[src/rtl/coherence_pkg.sv]
// Shared MSI coherence definitions for the requester and snoop-side controllers.
// Contents:
//   status_t   - per-line MSI status encodings (I=00, M=01, S=10)
//   bus_cmd_t  - snooping bus commands
//   rq_state_t - requester FSM states
//   rq_waiting - true for states that wait on an external event and can time out
package coherence_pkg;

    typedef enum logic [1:0] {
        I = 2'b00,
        M = 2'b01,
        S = 2'b10
    } status_t;

    typedef enum logic [1:0] {
        NONE       = 2'b00,
        READ_MISS  = 2'b01,
        WRITE_MISS = 2'b10,
        INVALIDATE = 2'b11
    } bus_cmd_t;

    typedef enum logic [2:0] {
        StIdle,
        StBusGnt,
        StWb,
        StFill,
        StDone
    } rq_state_t;

    function automatic logic rq_waiting(input rq_state_t st);
        return (st == StBusGnt) || (st == StWb) || (st == StFill);
    endfunction

endpackage

[src/rtl/cpu_rq_controller_if.sv]
// Requester-side signal bundle: CPU request, cache lookup results, arbiter/memory
// handshakes and the controller's bus/array control outputs.
// Modports:
//   master - the requester controller (drives bus_req .. err)
//   slave  - the surroundings: CPU, tag/status arrays, arbiter, memory, snoop responder
interface cpu_rq_controller_if
    import coherence_pkg::*;
#(
    parameter int unsigned ADDR_W = 32
);

    logic              cpu_req;
    logic              cpu_we;
    logic [ADDR_W-1:0] cpu_addr;
    logic              tag_hit;
    status_t           status_q;
    logic [ADDR_W-1:0] victim_addr;
    logic              snoop_inv;
    logic              bus_gnt;
    logic              mem_ack;

    logic              bus_req;
    bus_cmd_t          bus_cmd;
    logic [ADDR_W-1:0] bus_addr;
    logic              wb_en;
    logic              fill_en;
    logic              status_we;
    status_t           status_n;
    logic              cpu_done;
    logic              err;

    modport master (
        input  cpu_req, cpu_we, cpu_addr, tag_hit, status_q, victim_addr,
               snoop_inv, bus_gnt, mem_ack,
        output bus_req, bus_cmd, bus_addr, wb_en, fill_en, status_we, status_n,
               cpu_done, err
    );

    modport slave (
        output cpu_req, cpu_we, cpu_addr, tag_hit, status_q, victim_addr,
               snoop_inv, bus_gnt, mem_ack,
        input  bus_req, bus_cmd, bus_addr, wb_en, fill_en, status_we, status_n,
               cpu_done, err
    );

endinterface

[src/rtl/rq_timeout_cnt.sv]
// Wait-state timeout counter for the requester FSM.
// Ports:
//   clk, rst_n - clock, asynchronous active-low reset
//   clr        - restart from zero (state entry); has priority over en
//   en         - FSM is in a waiting state this cycle
//   expire     - this is the TMO_CYC-th consecutive waiting cycle
module rq_timeout_cnt #(
    parameter int unsigned TMO_CYC = 255
) (
    input  logic clk,
    input  logic rst_n,
    input  logic clr,
    input  logic en,
    output logic expire
);

    localparam int unsigned CntW = $clog2(TMO_CYC + 1);

    logic [CntW-1:0] cnt_q, cnt_d;

    // cnt_q counts completed waiting cycles, so the last allowed one sees TMO_CYC-1.
    assign expire = en && (cnt_q == CntW'(TMO_CYC - 1));

    always_comb begin
        cnt_d = cnt_q;
        if (clr) begin
            cnt_d = '0;
        end else if (en && !expire) begin
            cnt_d = cnt_q + CntW'(1);
        end
    end

    always_ff @(posedge clk or negedge rst_n) begin
        if (!rst_n) begin
            cnt_q <= '0;
        end else begin
            cnt_q <= cnt_d;
        end
    end

endmodule

[src/rtl/cpu_rq_controller.sv]
// MSI requester controller: turns CPU reads/writes into READ_MISS / WRITE_MISS /
// INVALIDATE bus transactions, sequences victim write-back and fill, and strobes the
// line's next status into the status array.
// Ports:
//   clk, rst_n - clock, asynchronous active-low reset
//   rq         - cpu_rq_controller_if.master: CPU request, lookup results, arbiter and
//                memory handshakes in; bus_req/bus_cmd/bus_addr, wb_en, fill_en,
//                status_we/status_n, cpu_done, err out (all registered, reset to 0)
module cpu_rq_controller
    import coherence_pkg::*;
#(
    parameter int unsigned ADDR_W  = 32,
    parameter int unsigned TMO_CYC = 255
) (
    input logic                clk,
    input logic                rst_n,
    cpu_rq_controller_if.master rq
);

    rq_state_t         state_q, state_d;
    bus_cmd_t          cmd_q, cmd_d;
    logic              we_q, we_d;
    logic [ADDR_W-1:0] addr_q, addr_d;

    logic              bus_req_q, bus_req_d;
    bus_cmd_t          bus_cmd_q, bus_cmd_d;
    logic [ADDR_W-1:0] bus_addr_q, bus_addr_d;
    logic              wb_en_q, wb_en_d;
    logic              fill_en_q, fill_en_d;
    logic              status_we_q, status_we_d;
    status_t           status_n_q, status_n_d;
    logic              cpu_done_q, cpu_done_d;
    logic              err_q, err_d;

    logic hit;
    logic dirty_victim;
    logic tmo_expire;

    assign hit          = rq.tag_hit && (rq.status_q != I);
    assign dirty_victim = !rq.tag_hit && (rq.status_q == M);

    rq_timeout_cnt #(
        .TMO_CYC(TMO_CYC)
    ) u_tmo (
        .clk   (clk),
        .rst_n (rst_n),
        .clr   (state_d != state_q),
        .en    (rq_waiting(state_q)),
        .expire(tmo_expire)
    );

    always_comb begin
        state_d     = state_q;
        cmd_d       = cmd_q;
        we_d        = we_q;
        addr_d      = addr_q;
        status_we_d = 1'b0;
        status_n_d  = I;
        err_d       = 1'b0;

        unique case (state_q)
            StIdle: begin
                // cpu_done lands the cycle after DONE; the CPU still holds cpu_req
                // then, so that cycle must not start a second transaction.
                if (rq.cpu_req && !cpu_done_q) begin
                    we_d   = rq.cpu_we;
                    addr_d = rq.cpu_addr;
                    if (!rq.cpu_we && hit) begin
                        cmd_d   = NONE;
                        state_d = StDone;
                    end else if (rq.cpu_we && hit && (rq.status_q == M)) begin
                        cmd_d   = NONE;
                        state_d = StDone;
                    end else if (rq.cpu_we && hit && (rq.status_q == S)) begin
                        cmd_d   = INVALIDATE;
                        state_d = StBusGnt;
                    end else begin
                        cmd_d   = rq.cpu_we ? WRITE_MISS : READ_MISS;
                        state_d = dirty_victim ? StWb : StBusGnt;
                    end
                end
            end
            StWb: begin
                if (rq.mem_ack) begin
                    status_we_d = 1'b1;
                    status_n_d  = I;
                    state_d     = StBusGnt;
                end else if (tmo_expire) begin
                    err_d   = 1'b1;
                    state_d = StIdle;
                end
            end
            StBusGnt: begin
                if (rq.bus_gnt) begin
                    if (cmd_q == INVALIDATE) begin
                        status_we_d = 1'b1;
                        status_n_d  = M;
                        state_d     = StDone;
                    end else begin
                        state_d = StFill;
                    end
                end else if (tmo_expire) begin
                    err_d   = 1'b1;
                    state_d = StIdle;
                end else if (rq.snoop_inv && (cmd_q == INVALIDATE)) begin
                    // Lost the upgrade race: our S copy is gone, fetch the block instead.
                    cmd_d = WRITE_MISS;
                end
            end
            StFill: begin
                if (rq.mem_ack) begin
                    status_we_d = 1'b1;
                    status_n_d  = we_q ? M : S;
                    state_d     = StDone;
                end else if (tmo_expire) begin
                    err_d   = 1'b1;
                    state_d = StIdle;
                end
            end
            StDone: begin
                state_d = StIdle;
            end
            default: begin
                state_d = StIdle;
            end
        endcase

        // Outputs are registered from the next state so they line up with the state.
        bus_req_d  = (state_d == StBusGnt);
        bus_cmd_d  = bus_req_d ? cmd_d : NONE;
        wb_en_d    = (state_d == StWb);
        fill_en_d  = (state_d == StFill);
        cpu_done_d = (state_q == StDone);
        if (wb_en_d) begin
            bus_addr_d = rq.victim_addr;
        end else if (bus_req_d) begin
            bus_addr_d = addr_d;
        end else begin
            bus_addr_d = '0;
        end
    end

    always_ff @(posedge clk or negedge rst_n) begin
        if (!rst_n) begin
            state_q     <= StIdle;
            cmd_q       <= NONE;
            we_q        <= 1'b0;
            addr_q      <= '0;
            bus_req_q   <= 1'b0;
            bus_cmd_q   <= NONE;
            bus_addr_q  <= '0;
            wb_en_q     <= 1'b0;
            fill_en_q   <= 1'b0;
            status_we_q <= 1'b0;
            status_n_q  <= I;
            cpu_done_q  <= 1'b0;
            err_q       <= 1'b0;
        end else begin
            state_q     <= state_d;
            cmd_q       <= cmd_d;
            we_q        <= we_d;
            addr_q      <= addr_d;
            bus_req_q   <= bus_req_d;
            bus_cmd_q   <= bus_cmd_d;
            bus_addr_q  <= bus_addr_d;
            wb_en_q     <= wb_en_d;
            fill_en_q   <= fill_en_d;
            status_we_q <= status_we_d;
            status_n_q  <= status_n_d;
            cpu_done_q  <= cpu_done_d;
            err_q       <= err_d;
        end
    end

    assign rq.bus_req   = bus_req_q;
    assign rq.bus_cmd   = bus_cmd_q;
    assign rq.bus_addr  = bus_addr_q;
    assign rq.wb_en     = wb_en_q;
    assign rq.fill_en   = fill_en_q;
    assign rq.status_we = status_we_q;
    assign rq.status_n  = status_n_q;
    assign rq.cpu_done  = cpu_done_q;
    assign rq.err       = err_q;

endmodule
[src/flat_wrapper.sv]
// flat-port wrapper written by rule: the top's interface ports become plain ports
module cpu_rq_controller_flat import coherence_pkg::*;
#(
    parameter int unsigned ADDR_W  = 32,
    parameter int unsigned TMO_CYC = 255
)
  (clk, rst_n, rq_cpu_req, rq_cpu_we, rq_cpu_addr, rq_tag_hit, rq_status_q, rq_victim_addr, rq_snoop_inv, rq_bus_gnt, rq_mem_ack, rq_bus_req, rq_bus_cmd, rq_bus_addr, rq_wb_en, rq_fill_en, rq_status_we, rq_status_n, rq_cpu_done, rq_err);
  cpu_rq_controller_if #(.ADDR_W(ADDR_W)) rq_i ();
  input logic clk;
  input logic rst_n;
  input wire logic [$bits(rq_i.cpu_req)-1:0] rq_cpu_req;
  input wire logic [$bits(rq_i.cpu_we)-1:0] rq_cpu_we;
  input wire logic [$bits(rq_i.cpu_addr)-1:0] rq_cpu_addr;
  input wire logic [$bits(rq_i.tag_hit)-1:0] rq_tag_hit;
  input wire logic [$bits(rq_i.status_q)-1:0] rq_status_q;
  input wire logic [$bits(rq_i.victim_addr)-1:0] rq_victim_addr;
  input wire logic [$bits(rq_i.snoop_inv)-1:0] rq_snoop_inv;
  input wire logic [$bits(rq_i.bus_gnt)-1:0] rq_bus_gnt;
  input wire logic [$bits(rq_i.mem_ack)-1:0] rq_mem_ack;
  output wire logic [$bits(rq_i.bus_req)-1:0] rq_bus_req;
  output wire logic [$bits(rq_i.bus_cmd)-1:0] rq_bus_cmd;
  output wire logic [$bits(rq_i.bus_addr)-1:0] rq_bus_addr;
  output wire logic [$bits(rq_i.wb_en)-1:0] rq_wb_en;
  output wire logic [$bits(rq_i.fill_en)-1:0] rq_fill_en;
  output wire logic [$bits(rq_i.status_we)-1:0] rq_status_we;
  output wire logic [$bits(rq_i.status_n)-1:0] rq_status_n;
  output wire logic [$bits(rq_i.cpu_done)-1:0] rq_cpu_done;
  output wire logic [$bits(rq_i.err)-1:0] rq_err;
  assign rq_i.cpu_req = rq_cpu_req;
  assign rq_i.cpu_we = rq_cpu_we;
  assign rq_i.cpu_addr = rq_cpu_addr;
  assign rq_i.tag_hit = rq_tag_hit;
  assign rq_i.status_q = rq_status_q;
  assign rq_i.victim_addr = rq_victim_addr;
  assign rq_i.snoop_inv = rq_snoop_inv;
  assign rq_i.bus_gnt = rq_bus_gnt;
  assign rq_i.mem_ack = rq_mem_ack;
  assign rq_bus_req = rq_i.bus_req;
  assign rq_bus_cmd = rq_i.bus_cmd;
  assign rq_bus_addr = rq_i.bus_addr;
  assign rq_wb_en = rq_i.wb_en;
  assign rq_fill_en = rq_i.fill_en;
  assign rq_status_we = rq_i.status_we;
  assign rq_status_n = rq_i.status_n;
  assign rq_cpu_done = rq_i.cpu_done;
  assign rq_err = rq_i.err;
  cpu_rq_controller #(.ADDR_W(ADDR_W), .TMO_CYC(TMO_CYC)) u_core (.clk(clk), .rst_n(rst_n), .rq(rq_i));
endmodule
[config.mk]
export PLATFORM = sky130hd
export DESIGN_NAME = cpu_rq_controller_flat
export DESIGN_NICKNAME = d
export VERILOG_FILES = /design/src/rtl/coherence_pkg.sv /design/src/rtl/cpu_rq_controller_if.sv /design/src/rtl/rq_timeout_cnt.sv /design/src/rtl/cpu_rq_controller.sv /design/src/flat_wrapper.sv
export SDC_FILE = /design/constraint.sdc
export NUM_CORES = 1
export LEC_CHECK = 0
export CAP_MARGIN = 15
export CORE_MARGIN = 4
export CORE_UTILIZATION = 45
export CTS_CLUSTER_DIAMETER = 120
export DETAILED_ROUTE_END_ITERATION = 16
export PLACE_DENSITY = 0.84
export SLEW_MARGIN = 0
export SYNTH_ARGS = -nofsm -noshare
export SYNTH_HDL_FRONTEND = slang
export SYNTH_SLANG_ARGS = --single-unit
[constraint.sdc]
create_clock -name clk -period 2.8 [get_ports clk]
set_input_delay 0.42 -clock clk [delete_from_list [all_inputs] [get_ports clk]]
set_output_delay 0.42 -clock clk [all_outputs]
set_load 0.01 [all_outputs]
# Yosys cells after proc, flatten, opt, wreduce, memory -nomap -nowiden

Index checks and enable logic that the tools add are counted.

Bits of input ports: 74
Flip-flop bits (word level): 88

Muxes and demuxes: 40
Add/subtract/negate cells: 1
Equal/unequal tests: 12
Reduce and logical (&&, ||, !) cells: 21

Operators by type and width:

| cell                | count |
|---|---|
| $mux 32             | 4 |
| $mux 3              | 9 |
| $mux 2              | 13 |
| $mux 8              | 2 |
| $eq 3x2->1 const B  | 4 |
| $pmux 3 s4          | 1 |
| $logic_and 1x1->1   | 10 |
| $add 8x1->8 const B | 1 |
| $eq 8x8->1 const B  | 1 |
| $pmux 2 s2          | 2 |
| $mux 1              | 7 |
| $eq 3x1->1 const B  | 2 |
| $eq 2x2->1 const B  | 2 |
| $logic_not 1->1     | 4 |
| $pmux 1 s2          | 2 |
| $reduce_bool 2->1   | 2 |
| $eq 3x3->1 const B  | 1 |
| $logic_not 3->1     | 1 |
| $ne 3x3->1          | 1 |
| $eq 2x1->1 const B  | 1 |
| $logic_or 1x1->1    | 2 |
| $reduce_and 2->1    | 1 |
| $reduce_or 2->1     | 1 |

# Logic depth before layout (Yosys ltp)

Depth in word-level cells: 12
Depth in mapped cells: 8

# By module

A second synthesis with hierarchy kept.

Cell total of the unflattened synthesis: 344
Area, all modules: 4048.9 sq um

By module, submodules not included:

| module            | seq. area each (sq um) | cells each | area each (sq um) | times used |
|---|---|---|---|---|
| cpu_rq_controller | 2001.9                 | 297        | 3559.7            | 1 |
| rq_timeout_cnt    | 200.2                  | 47         | 489.2             | 1 |

# Least setup slack after synthesis

Ideal clock, no wire load.

Kind: input port to flip-flop
From: input port rq_cpu_req
To: register u_core.bus_addr_q[10] (netlist: u_core.rq.bus_addr[10])
Cell stages on the path: 6
Slack: 774 ps
Data arrival time: 1960 ps
Data required time: 2734 ps
Cells stage by stage: nor2b_1 -> nand2_2 -> o32a_1 -> a2111oi_4 -> buf_6 -> a22o_1

Word-level cells in the longest chain between the ends: 6
Elaborated cells between the ends (all ways): 9
Those cells by class: eq/ne (2); mux (6); reduce/logical (1)

RTL lines:

| what                      | line                     | RTL |
|---|---|---|
| start, declared           | flat_wrapper.sv:11       | `input wire logic [$bits(rq_i.cpu_req)-1:0] rq_cpu_req;` |
| $logic_and 1x1->1 (*)     | cpu_rq_controller.sv:65  | `if (rq.cpu_req && !cpu_done_q) begin` |
| $mux 3                    | cpu_rq_controller.sv:65  |  |
| $pmux 3 s4                | cpu_rq_controller.sv:61  | `unique case (state_q)` |
| $eq 3x1->1                | cpu_rq_controller.sv:129 | `bus_req_d = (state_d == StBusGnt);` |
| $mux 32                   | cpu_rq_controller.sv:136 | `end else if (bus_req_d) begin` |
| $mux 32 (*)               | cpu_rq_controller.sv:134 | `if (wb_en_d) begin` |
| via u_core.bus_addr_d[10] | cpu_rq_controller.sv:27  | `logic [ADDR_W-1:0] bus_addr_q, bus_addr_d;` |
| end signal, assigned      | cpu_rq_controller.sv:165 | `bus_addr_q <= bus_addr_d;` |
| end, declared             | cpu_rq_controller.sv:27  |  |

Mark *: on every way through the listed nets, which the timed path passes. The rest lies on a longest branch.
A chain may end at the register's enable or synchronous reset.

# Worst setup path in the final report

From: register u_core.u_tmo.cnt_q[0]
To: register u_core.bus_addr_q[10] (netlist: u_core.rq.bus_addr[10])

Word-level cells in the longest chain between the ends: 8
Elaborated cells between the ends (all ways): 11
Those cells by class: eq/ne (3); mux (7); reduce/logical (1)

RTL lines:

| what                             | line                                                                        | RTL |
|---|---|---|
| start, declared                  | rq_timeout_cnt.sv:19                                                        | `logic [CntW-1:0] cnt_q, cnt_d;` |
| start signal, assigned           | rq_timeout_cnt.sv:37                                                        | `cnt_q <= cnt_d;` |
| $eq 8x8->1 (*)                   | rq_timeout_cnt.sv:22                                                        | `assign expire = en && (cnt_q == CntW'(TMO_CYC - 1));` |
| $logic_and 1x1->1 (*)            | rq_timeout_cnt.sv:22                                                        |  |
| $mux 3 (*)                       | cpu_rq_controller.sv:88, cpu_rq_controller.sv:102, cpu_rq_controller.sv:115 |  |
| $mux 3, on equally long branches | cpu_rq_controller.sv:111, cpu_rq_controller.sv:84, cpu_rq_controller.sv:94  |  |
| $pmux 3 s4 (*)                   | cpu_rq_controller.sv:61                                                     |  |
| via u_core.state_d[1]            | cpu_rq_controller.sv:20                                                     | `rq_state_t state_q, state_d;` |
| $eq 3x1->1                       | cpu_rq_controller.sv:129                                                    |  |
| $mux 32                          | cpu_rq_controller.sv:136                                                    |  |
| $mux 32 (*)                      | cpu_rq_controller.sv:134                                                    |  |
| via u_core.bus_addr_d[10]        | cpu_rq_controller.sv:27                                                     |  |

Marked as above.

==> results_dict.tcl <==
set metrics [dict create \
    outcome "completed" \
    drc 0 \
    yosys_warnings 0 \
    endpoint_kind "flop" \
    ir_drop_mv 0.490 \
    placed_cell_area_um2 4760 \
    finalCriticalPeriod_ns 2.21 \
    synth.area.top_cells "dfrtp_1 (62%), mux2_2 (11%), a22o_1 (7.9%), buf_6 (1.6%), xor2_1 (1.5%)" \
    insertion_delay_ns 0.35 \
    ant_nets 0 \
    area_delta_synth_final_pct 41.9 \
    clk_pin_slew_ns 0.08 \
    final_nets 453 \
    dp_slack_ns 0.334 \
    p_leak_nw 2.14 \
    root_buffer "clkbuf_8" \
    startpoint "u_core.u_tmo.cnt_q[0]$_DFFE_PN0P_" \
    r2r_end "u_core.rq.bus_addr[10]$_DFF_PN0_" \
    synth_nets 334 \
    synthMuxAreaShare_pct 10.5 \
    synth-simple-area-share_pct 8.52 \
    grtUsageTotal_pct 17.6 \
    first_pass_iters 4 \
    die_area_um2 9320 \
    grt_max_degree 89 \
    grt_pass1_wl_um 12300 \
    synth_top_family_by_area "compound AO/OA/AOI/OAI gates" \
    die_h_um 96.5 \
    port_buffers 115 \
    io_pins 116 \
    cp-endpoint "u_core.rq.bus_addr[10]$_DFF_PN0_" \
    hold_viol 0 \
    worst_setup_path_start_kind "flop" \
    setup_viol 0 \
    yosys.area.top_type "dfrtp_1" \
    max_cap_viol_count 0 \
    row_count 32 \
    layout_setup_ws_ns 0.586 \
    reg2reg_from "u_core.u_tmo.cnt_q[0]$_DFFE_PN0P_" \
    r2r_slack_ns 0.59 \
    drt_iter0_markers 112 \
    fin_crit_sh_pct 79.1 \
    synth_xor_area_share_pct 1.74 \
    ys.flop_type "dfrtp_1" \
    synth-compound-area-share_pct 12.8 \
    maxSlewHeadroom_pct 56.5 \
    post-route-cell-area_um2 5000 \
    antenna_cells 0 \
    die_x_um 96.5 \
    core-area_um2 7690 \
    avgSynthCellArea_um2 13.7 \
    synth-edff-count 0 \
    overflow 0 \
    yosys_register_bits 88 \
    hpwl_um 5570 \
    syn_inst 258 \
    netlist_top_cells_count "dfrtp_1 (88), mux2_2 (33), a22o_1 (32)" \
    worstPathRequired_ns 3.08 \
    synth_top_area_share_pct 62.5 \
    tns_ns 0 \
    cts_resized 0 \
    gp_congestion 0.936 \
    ys_seq_area_share_pct 62.5 \
    start_util_pct 45.9 \
    wirelength_um 7830 \
    r2r_cells 8 \
    avgRoutedWirePerCell_um 16.2 \
    hold_path.class "flop to flop" \
    worstPathArrival_ns 2.50 \
    antenna_found_initial 0 \
    synthesis.area_um2 3530 \
    post-synth-top-count-cell "dfrtp_1" \
    synth-async-reset-ratio_pct 100 \
    cts_made_buffers 9 \
    rsz0062_at_grt "no" \
    ys_types 42 \
    cts_max_path_buffers 2 \
    vias_per_cell 5.21 \
    crit_fanout 17 \
    max_freq_mhz 452 \
    slew_violations 0 \
    h-tree-depth 3 \
    worstSetupPathType "flop to flop" \
    p_per_area_nw_per_um2 976 \
    synthAdderAreaFrac_pct 0.710 \
    grt_pass1_vias 2541 \
    fillCellCount 601 \
    drive_above_1_share_pct 16.0 \
    skew_ns 0.0125 \
    cts.sinks 88 \
    worst_slew_pin_slew_ns 0.652 \
    num_vias 2524 \
    cts_tree "yes" \
]
==> cell type report <==
class | instances | area (µm²) | area share, %
clock buffers | 11 | 141 | 2.83
clock inverters | 5 | 63.8 | 1.28
flip-flops and latches | 88 | 2200 | 44.0
repair buffers | 121 | 1230 | 24.6
multi-input cells | 150 | 1210 | 24.2
well taps | 102 | 128 | 2.55
inverters | 7 | 26.3 | 0.525
==> where the power goes <==
| group | internal (W) | switching [W] |
|---|---|---|
| combinational | 0.00113 | 0.000907 |
| sequential | 0.00175 | 0.000211 |
| clock | 0.000444 | 0.000443 |
==> metal layers <==
metal / vias to the layer above / wire (µm) / global-route usage [%]
li1: 1178 / - / -
met1: 1260 / 3020 / 21.1
met2: 77 / 4150 / 29.0
met3: 9 / 572 / 6.66
met4: 0 / 89 / 6.07
met5: - / 0 / 0
==> state kept, by name, indices dropped and copies added (netlist names) <==
signal and count:
u_core.rq.bus_req 1, u_core.rq.err 1, u_core.state_q 3, u_core.rq.status_n 2, u_core.u_tmo.cnt_q 8, u_core.addr_q 32, u_core.we_q 1, u_core.rq.bus_addr 32
u_core.cmd_q 2, u_core.rq.fill_en 1, u_core.rq.bus_cmd 2, u_core.rq.cpu_done 1, u_core.rq.status_we 1, u_core.rq.wb_en 1
==> kinds of logic (layout without fill, tap and decap cells) <==
group                    Yosys count  after routing
adder cells (fa/ha/maj)            2              2
AO/OA/AOI/OAI                     54             54
multiplexers                      33             33
AND/OR/NAND/NOR                   54             54
XOR/XNOR                           7              7
buffers and inverters             20            144
flip-flops                        88             88
==> per-stage QoR <==
stage	hold WS [ns]	util, %	total power [W]	cells
final	0.459	65.1	0.00488	484
after global routing	0.497	65.1	0.00522	484
after CTS	0.299	64.6	0.00494	482
after detailed placement	0.444	61.9	0.00405	466
after global placement	0.434	61.9	0.00395	466
after floorplan	0.124	-	0.00332	258
==> worst max-delay path: stages (launching register included) <==
cell	delay [ns]
dfrtp_1	0.45
inv_1	0.09
ha_1	0.15
nand3_1	0.14
o21ai_1	0.29
nand3_1	0.19
a2111oi_4	0.37
buf_4	0.30
a22o_1	0.18
==> repair_timing <==
| item | CTS | global route |
|---|---|---|
| hold buffers | 0 | 1 |
| setup buffers | 0 | 0 |
| endpoints found under the hold margin | 0 | 25 |
==> layout by cell type, fill, tap and decap left out, types with 2 or more instances in the layout <==
cell	n
nand4b_1	2
nand4_1	7
o211ai_1	2
nand2_1	8
clkinv_4	2
a22o_1	32
inv_1	7
clkdlybuf4s50_1	114
nor2b_1	3
or3_1	2
ha_1	2
nand3_1	7
o21ai_0	6
buf_4	4
a211oi_1	2
nor2_1	13
xor2_1	6
clkbuf_8	10
mux2_2	33
and2_1	2
nor3b_1	2
dfrtp_1	88
==> how the worst min path moves through the flow <==
stage | start | cells past startpoint | end
after floorplan | rst_n | 0 | u_core.addr_q[0]$_DFF_PN0_
after global placement | u_core.we_q$_DFFE_PN0P_ | 1 | u_core.rq.status_n[1]$_DFF_PN0_
after CTS | rst_n | 1 | u_core.addr_q[27]$_DFF_PN0_
final | u_core.we_q$_DFFE_PN0P_ | 1 | u_core.rq.status_n[1]$_DFF_PN0_
after global routing | u_core.we_q$_DFFE_PN0P_ | 1 | u_core.rq.status_n[1]$_DFF_PN0_
after detailed placement | u_core.we_q$_DFFE_PN0P_ | 1 | u_core.rq.status_n[1]$_DFF_PN0_
Note: power is estimated with default switching activity, not from simulation.
